## src/rtl/sb_multi_timeout_timer.sv

```systemverilog
`default_nettype none
// sb_multi_timeout_timer: NUM_CH independent millisecond timeout channels (IDLE/RUN/TIMEOUT each).
// Rev 1.0 -- outputs are registered decodes of each channel's state, one edge behind the FSM.
module sb_multi_timeout_timer #(
   parameter int NUM_CH     = 4,
   parameter int CLK_PER_MS = 100,
   parameter int TIMEOUT_MS = 8,
   parameter int PULSE_MODE = 0
) (
   input  logic                  i_clk,
   input  logic                  i_rst,
   input  logic [NUM_CH-1:0]     i_start,
   input  logic [NUM_CH-1:0]     i_stop,
   input  logic [NUM_CH-1:0]     i_pause,
   input  logic [NUM_CH-1:0]     i_force_to,
   input  logic [7:0]            i_cfg_timeout_ms,
   output logic [NUM_CH-1:0]     o_time_out,
   output logic [NUM_CH-1:0]     o_active,
   output logic                  o_any_time_out,
   output logic [NUM_CH*8-1:0]   o_elapsed_ms
);
   localparam int            TW        = (CLK_PER_MS > 1) ? $clog2(CLK_PER_MS) : 1;
   localparam logic [TW-1:0] TICK_MAX  = TW'(CLK_PER_MS - 1);
   localparam logic [7:0]    DEF_LIMIT = 8'(TIMEOUT_MS);
   localparam logic [1:0]    ST_IDLE   = 2'd0;
   localparam logic [1:0]    ST_RUN    = 2'd1;
   localparam logic [1:0]    ST_TO     = 2'd2;

   logic [NUM_CH-1:0] to_dec_all;
   logic              any_q;

   for (genvar c = 0; c < NUM_CH; c++) begin : g_ch
      logic [1:0]    state, state_nxt;
      logic [TW-1:0] tick, tick_nxt;
      logic [7:0]    ms, ms_nxt;
      logic [7:0]    limit, limit_nxt;
      logic          to_dec, act_dec;
      logic [7:0]    el_dec;
      logic          to_q, act_q;
      logic [7:0]    el_q;

      always_ff @(posedge i_clk) begin
         if (i_rst) begin
            state <= ST_IDLE;
            tick  <= '0;
            ms    <= '0;
            limit <= '0;
            to_q  <= 1'b0;
            act_q <= 1'b0;
            el_q  <= '0;
         end else begin
            state <= state_nxt;
            tick  <= tick_nxt;
            ms    <= ms_nxt;
            limit <= limit_nxt;
            to_q  <= to_dec;
            act_q <= act_dec;
            el_q  <= el_dec;
         end
      end

      // Priority: force timeout, stop, start, then pause/count.
      always_comb begin
         state_nxt = state;
         tick_nxt  = tick;
         ms_nxt    = ms;
         limit_nxt = limit;
         if (i_force_to[c]) begin
            state_nxt = ST_TO;
            tick_nxt  = '0;
            ms_nxt    = '0;
         end else if (i_stop[c]) begin
            state_nxt = ST_IDLE;
            tick_nxt  = '0;
            ms_nxt    = '0;
         end else if (i_start[c]) begin
            state_nxt = ST_RUN;
            tick_nxt  = '0;
            ms_nxt    = '0;
            limit_nxt = (i_cfg_timeout_ms == 8'd0) ? DEF_LIMIT : i_cfg_timeout_ms;
         end else begin
            case (state)
               ST_RUN: begin
                  if (!i_pause[c]) begin
                     if (tick == TICK_MAX) begin
                        tick_nxt = '0;
                        if (ms == limit - 8'd1) begin
                           state_nxt = ST_TO;
                           ms_nxt    = '0;
                        end else begin
                           ms_nxt = ms + 8'd1;
                        end
                     end else begin
                        tick_nxt = tick + TW'(1);
                     end
                  end
               end
               ST_TO: begin
                  if (PULSE_MODE != 0) begin
                     state_nxt = ST_IDLE;
                  end
               end
               ST_IDLE: begin
                  state_nxt = ST_IDLE;
               end
               default: begin
                  state_nxt = ST_IDLE;
                  tick_nxt  = '0;
                  ms_nxt    = '0;
               end
            endcase
         end
      end

      always_comb begin
         to_dec  = (state == ST_TO);
         act_dec = (state == ST_RUN);
         el_dec  = act_dec ? ms : 8'd0;
      end

      assign to_dec_all[c]         = to_dec;
      assign o_time_out[c]         = to_q;
      assign o_active[c]           = act_q;
      assign o_elapsed_ms[8*c +: 8] = el_q;
   end

   // Registered from the same decode as o_time_out so both change on the same edge.
   always_ff @(posedge i_clk) begin
      if (i_rst) begin
         any_q <= 1'b0;
      end else begin
         any_q <= |to_dec_all;
      end
   end

   assign o_any_time_out = any_q;

endmodule
`default_nettype wire

```

## config.mk

```make
export PLATFORM = sky130hd
export DESIGN_NAME = sb_multi_timeout_timer
export DESIGN_NICKNAME = d
export VERILOG_FILES = /design/src/rtl/sb_multi_timeout_timer.sv
export SDC_FILE = /design/constraint.sdc
export NUM_CORES = 1
export LEC_CHECK = 0
export CAP_MARGIN = 20
export CORE_ASPECT_RATIO = 0.75
export CORE_UTILIZATION = 51
export CTS_CLUSTER_SIZE = 14
export DETAILED_ROUTE_END_ITERATION = 8
export PLACE_DENSITY = 0.86
export SETUP_SLACK_MARGIN = 0.5
export SLEW_MARGIN = 20
export SYNTH_ARGS = -nofsm -noshare
export SYNTH_HDL_FRONTEND = slang
export SYNTH_SLANG_ARGS = --single-unit
```

## constraint.sdc

```tcl
create_clock -name i_clk -period 2.25 [get_ports i_clk]
set_clock_uncertainty 0.1 [all_clocks]
set_input_delay 0.45 -clock i_clk [delete_from_list [all_inputs] [get_ports i_clk]]
set_output_delay 0.45 -clock i_clk [all_outputs]
set_load 0.005 [all_outputs]
```

==> results.sh, run 1 <==
export IMPL_synth_area_leaders="dfxtp_1 43%, nand2_1 5.9%, xnor2_1 5.1%"
export IMPL_cp_end_kind="flip-flop"
export IMPL_grt_pass1_wl_um=27040
export IMPL_fmax_mhz=480.2
export IMPL_ys_async_sr_fraction_pct=0
export IMPL_htree_levels=4
export IMPL_max_cap_violations=0
export IMPL_cts_buffers=17
export IMPL_area_growth_pct=37.97
export IMPL_dr_pass1_iters=5
export IMPL_power_frac_seq_pct=44.8
export IMPL_status="completed"
export IMPL_setup_violations=0
export IMPL_start_util_pct=52.59
export IMPL_hold_viol=0
export IMPL_cts_tree="built"
export IMPL_synth_seq_area_share_pct=43.46
export IMPL_p_leak_uw=0.003442
export IMPL_yosysTopAreaCellShare_pct=43.46
export IMPL_final_util_pct=72.56
export IMPL_synth_flop_cell="dfxtp_1"
export IMPL_fin_area_um2=8961
export IMPL_cts_root_buffer="clkbuf_16"
export IMPL_gp_congestion=0.8849
export IMPL_tns_ps=0
export IMPL_synth_net_count=802
export IMPL_antenna_left=0
export IMPL_dr_total_vias=6125
export IMPL_hold_class="primary input to flip-flop"
export IMPL_syn_instance_count=764
export IMPL_synth_edf_count=0
export IMPL_insertion_delay_ps=420
export IMPL_place_hpwl_um=10840
export IMPL_dpl_cell_area_um2=7774
export IMPL_required_ps=2430
export IMPL_rows=35
export IMPL_finalPower_uw=5719
export IMPL_finalWirelength_um=17240
export IMPL_clkSinkCount=141
export IMPL_cp_arrival_ps=2260
export IMPL_worst_pin_slew_ps=756.2
export IMPL_fp_dieW_um=132.3
export IMPL_grt_overflow=0
export IMPL_post_route_period_util_pct=92.55
export IMPL_n_fill_cell=842
export IMPL_instances_no_fill=1071
export IMPL_p_clk_share_pct=47.0
export IMPL_drc=0
export IMPL_p_int_uw=4318
export IMPL_period_needed_ps=2082
export IMPL_powerDensity_nw_per_um2=638.2
export IMPL_portBuffers=66
export IMPL_p_comb_share_pct=8.2
export IMPL_synth_top_area_cell="dfxtp_1"
export IMPL_syn_area_um2=6495
export IMPL_dieArea_um2=13200
export IMPL_slew_headroom_pct=49.53
export IMPL_wl_per_cell_um=16.09
export IMPL_clock_path_buffers=2
export IMPL_worstPathMaxFanout=8
export IMPL_antenna_cells=0
export IMPL_core_area_um2=12350
export IMPL_yosys_warnings=0
export IMPL_yosys_cell_types_count=61
export IMPL_drive_gt1_share_pct=25.41
export IMPL_grt_max_degree=24
export IMPL_dp_cells=1009
export IMPL_r2r_slack_ps=170
export IMPL_track_usage_pct=25.72
export IMPL_ys_seq_elements=141
export IMPL_drtIter0Drc=529
export IMPL_antenna_found_initial=0
export IMPL_die_h_um=99.73
export IMPL_io_pins=67
export IMPL_viasPerCell=5.719
export IMPL_p_sw_uw=1402
export IMPL_crit_type="flip-flop to flip-flop"
export IMPL_grt_pass1_vias=5654
export IMPL_clkTransAtPathRegs_ps=60
export IMPL_drv_slew=0
export IMPL_start_kind="flip-flop"
export IMPL_rsz0062_at_grt="yes"
export IMPL_swShare_pct=24.51
export IMPL_nets=930
export IMPL_peakVddDrop_mv=0.5913
export IMPL_postSynthAreaPerCell_um2=8.501
==> power by group through the flow <==
stage	clock, uW	sequential (uW)	combinational (uW)
after detailed placement	0	2630	396
after global placement	0	2630	387
after CTS	2710	2560	432
after floorplan	0	2620	246
final	2690	2560	470
after global routing	2820	2570	502
==> what timing repair did <==
action	4_1_cts	5_1_grt
endpoints found under the hold margin	0	0
hold buffers	0	0
gates resized for setup	100	56
endpoints found under the setup margin	95	62
buffers inserted	23	7
pin swaps	43	36
==> cell families after synthesis <==
logic type | Yosys count | synth area share (%)
AO/OA/AOI/OAI | 137 | 13.60
adder cells (fa/ha/maj) | 12 | 2.312
flip-flops | 141 | 43.46
buffers and inverters | 56 | 3.853
AND/OR/NAND/NOR | 341 | 26.33
multiplexers | 3 | 0.4624
XOR/XNOR | 74 | 9.979
==> routing by layer <==
| layer | share of wire [%] | wire [um] | track usage [%] |
|---|---|---|---|
| met4 | 2.3 | 405 | 10.08 |
| met1 | 44 | 7611 | 32.82 |
| met5 | 0 | 0 | 0 |
| met3 | 6.6 | 1139 | 5.454 |
| met2 | 47 | 8079 | 42.82 |
==> layout make-up <==
cell class	count	area [um2]	share of cell area, %
Tap cell	166	207.7	2.318
Timing Repair Buffer	143	1217	13.59
Multi-Input combinational cell	567	3991	44.54
Clock inverter	13	116.4	1.299
Inverter	22	87.58	0.9774
Sequential cell	141	2888	32.23
Clock buffer	19	452.9	5.054
==> metrics by stage <==
step,setup WS (ps),hold WS (ps)
after floorplan,70.63,348.1
after global placement,68.44,358.1
after detailed placement,-2.317,366.2
after CTS,222.3,336.8
after global routing,88.55,362.7
final,167.7,343.4
==> path summary, 6_finish.rpt <==
path / startpoint / end / cells past startpoint
worst min register to register: g_ch[2].limit[7] / g_ch[2].limit[7] / 2
worst max register to register: g_ch[2].limit[0] / g_ch[2].state[0] / 8
worst max-delay path: g_ch[2].limit[0] / g_ch[2].state[0] / 8
worst min-delay path: i_rst / g_ch[1].act_q / 2
==> cells in the mapped netlist, types with 3 or more instances <==
library cell	instances
dfxtp_1	141
nand2_1	102
nor2_1	61
a21oi_1	52
xnor2_1	38
xor2_1	36
nor3_1	34
and3_1	27
and2_1	25
inv_1	22
nand4_1	21
nand3_1	17
o21ai_0	16
clkbuf_1	15
a211oi_1	12
ha_1	12
nand2b_1	10
buf_4	9
or3_1	9
nor2b_1	8
nor4_1	8
o21ai_1	6
buf_1	5
o21a_1	5
a31oi_1	4
nand3b_1	4
o21bai_1	4
o31ai_1	4
a211o_1	3
a22oi_1	3
buf_2	3
mux2i_1	3
nor4b_1	3
o211ai_1	3
o31a_1	3
==> critical path: stages (launching register included) <==
cell and delay, ps:
dfxtp_4 380, inv_4 40, ha_4 180, o21bai_4 180, a211oi_2 210, o21bai_1 100, a211o_1 380, o31ai_1 250
a2111oi_1 110
==> placed cells by master (no fill, tap or decap), types with 7 or more instances in the layout <==
cell type          n
dfxtp_1          119
nand2_1          100
buf_4             70
nor2_1            57
a21oi_1           46
dlygate4sd2_1     41
xor2_1            36
xnor2_1           35
and3_1            24
clkdlybuf4s50_1   24
and2_1            22
nand4_1           21
nor3_1            19
clkbuf_16         17
nand3_1           15
dfxtp_4           15
nor3_2            13
inv_1             12
nand2b_1          10
o21ai_0            9
inv_2              8
or3_1              8
dfxtp_2            7
==> flip-flops by register name (all words and copies together) (netlist names) <==
signal and flops:
g_ch.el_q 32, g_ch.limit 32, g_ch.ms 32, g_ch.tick 28, g_ch.state 8, g_ch.act_q 4
g_ch.to_q 4, o_any_time_out 1
Power figures use the tool's default switching activity.
==> run 2: changes to the inputs <==
PLACE_DENSITY = 0.76   (was 0.86)
TNS_END_PERCENT = 1   (was unset)
clock period = 1.7 ns   (was 2.25 ns; I/O delays follow)
==> results.sh, run 2 (same netlist as run 1, synthesis figures left out) <==
export IMPL_status="finished with violations"
export IMPL_violations="negative setup slack"
export IMPL_period_needed_ps=2065
export IMPL_tns_ps=-8503
export IMPL_crit_buf_inv=0
export IMPL_cp_arrival_ps=2320
export IMPL_slew_headroom_pct=59.80
export IMPL_cts_root_buffer="clkbuf_16"
export IMPL_start_util_pct=52.59
export IMPL_crit_start="g_ch[2].limit[2]"
export IMPL_endpoint="g_ch[2].state[1]"
export IMPL_start_kind="flip-flop"
export IMPL_clkSinkCount=141
export IMPL_antenna_found_initial=0
export IMPL_hold_class="primary input to flip-flop"
export IMPL_multi_input_area_um2=3964
export IMPL_antenna_cells=0
export IMPL_grt_pass1_vias=6397
export IMPL_powerDensity_nw_per_um2=836.5
export IMPL_setup_violations=43
export IMPL_antenna_left=0
export IMPL_crit_type="flip-flop to flip-flop"
export IMPL_wl_per_cell_um=16.10
export IMPL_layout_commonest_cell="buf_4"
export IMPL_place_hpwl_um=12440
export IMPL_worstReg2RegStart="g_ch[2].limit[2]"
export IMPL_layout_common_cells="151 x buf_4, 108 x dfxtp_1, 96 x nand2_1, 55 x nor2_1, 47 x a21oi_1"
export IMPL_post_route_period_util_pct=121.5
export IMPL_dpl_worst_slack_ps=-499.5
export IMPL_core_area_um2=12350
export IMPL_drv_slew=0
export IMPL_dr_pass1_iters=8
export IMPL_fp_dieW_um=132.3
export IMPL_n_fill_cell=774
export IMPL_rsz0062_at_grt="yes"
export IMPL_viasPerCell=5.600
export IMPL_crit_chain="nor4_4 > nand2_1 > o31a_1 > a211o_4 > or3_1 > o21ai_1"
export IMPL_reg2reg_depth=6
export IMPL_gp_congestion=0.8380
export IMPL_drive_gt1_share_pct=36.49
export IMPL_dr_total_vias=6485
export IMPL_rr_endpoint="g_ch[2].state[1]"
export IMPL_worstPathMaxFanout=6
export IMPL_r2r_slack_ps=-360
export IMPL_nets=1018
export IMPL_critical_path_top_delay_family="compound AO/OA/AOI/OAI gates"
export IMPL_drtIter0Drc=498
export IMPL_clkTransAtPathRegs_ps=60
export IMPL_drc=0
export IMPL_portBuffers=66
export IMPL_clock_path_buffers=2
export IMPL_grt_overflow=0
export IMPL_insertion_delay_ps=420
export IMPL_required_ps=1950
export IMPL_grt_max_degree=23
export IMPL_htree_levels=4
export IMPL_largest_registers="g_ch.el_q x32, g_ch.limit x32, g_ch.ms x32"
export IMPL_fmax_mhz=484.3
export IMPL_p_leak_uw=0.003864
export IMPL_dieArea_um2=13200
export IMPL_max_cap_violations=0
export IMPL_track_usage_pct=28.65
export IMPL_worst_pin_slew_ps=597.4
export IMPL_seq_area_um2=2867
export IMPL_cp_end_kind="flip-flop"
export IMPL_rows=35
export IMPL_cts_tree="built"
export IMPL_hold_viol=0
export IMPL_finalWirelength_um=18650
export IMPL_grt_pass1_wl_um=30170
export IMPL_cts_buffers=17
export IMPL_critPathSlowestCell="a211o_4"
export IMPL_io_pins=67
export IMPL_peakVddDrop_mv=0.8228
export IMPL_fin_ws_ps=-364.8
export IMPL_area_growth_pct=46.16
export IMPL_die_h_um=99.73
export IMPL_cp_depth=6
export IMPL_crit_path_max_incr_delay_ps=380
==> run 2: cell count changes in the layout (fill, tap and decap cells not counted), sizes merged <==
| cell | delta |
|---|---|
| clkdlybuf4s50 | -17 |
| clkinv | -3 |
| inv | +1 |
| bufinv | +2 |
| buf | +129 |
| clkinvlp | -1 |
| dlygate4sd2 | -28 |
| dlymetal6s2s | +4 |
==> run 2: what timing repair did <==
item                       CTS  global route
pin swaps                   51            27
gates resized for setup    275            65
hold buffers                 0             0
setup endpoints to repair  158           155
buffers inserted             4             0
==> run 2: how the worst min path moves through the flow <==
stage                           startpoint                to  slack, ps  depth (start not counted)
after floorplan                  i_stop[2]  g_ch[2].state[0]        320                          1
after global placement     g_ch[3].tick[6]   g_ch[3].tick[6]        360                          2
after detailed placement  g_ch[0].limit[7]  g_ch[0].limit[7]        370                          2
after CTS                            i_rst  g_ch[2].state[0]        190                          2
after global routing                 i_rst  g_ch[2].state[0]        200                          2
final                                i_rst  g_ch[2].state[0]        210                          2
==> run 2: metal layers <==
metal	vias up	global-route usage, %	wire (um)
met4	0	12.20	428
met2	242	50.22	9362
met5	-	0	0
met1	3085	33.57	7725
met3	62	7.187	1131
li1	3096	-	-
==> run 2: cell type report <==
cell class,instances,share of cell area (%)
inverters,22,0.8699
clock inverters,12,1.713
well taps,166,2.188
flip-flops and latches,141,30.20
clock buffers,19,4.666
repair buffers,231,18.61
multi-input cells,567,41.76
==> run 2: metrics by stage <==
stage / power [uW] / instance area (um2) / cells / utilization [%] / hold slack (ps)
final: 7941 / 9493 / 1158 / 76.87 / 209.2
after global routing: 8183 / 9493 / 1158 / 76.87 / 202.2
after CTS: 7914 / 9243 / 1158 / 74.84 / 187.1
after detailed placement: 4067 / 8427 / 1123 / 68.24 / 370.3
after global placement: 4042 / 8427 / 1123 / 68.24 / 364.5
after floorplan: 3763 / 6538 / 764 / - / 323.1
==> run 2: report_power, final <==
part	switching, uW	total [uW]	internal, uW
Clock	1480	3830	2350
Sequential	45.1	3400	3350
Combinational	365	710	344
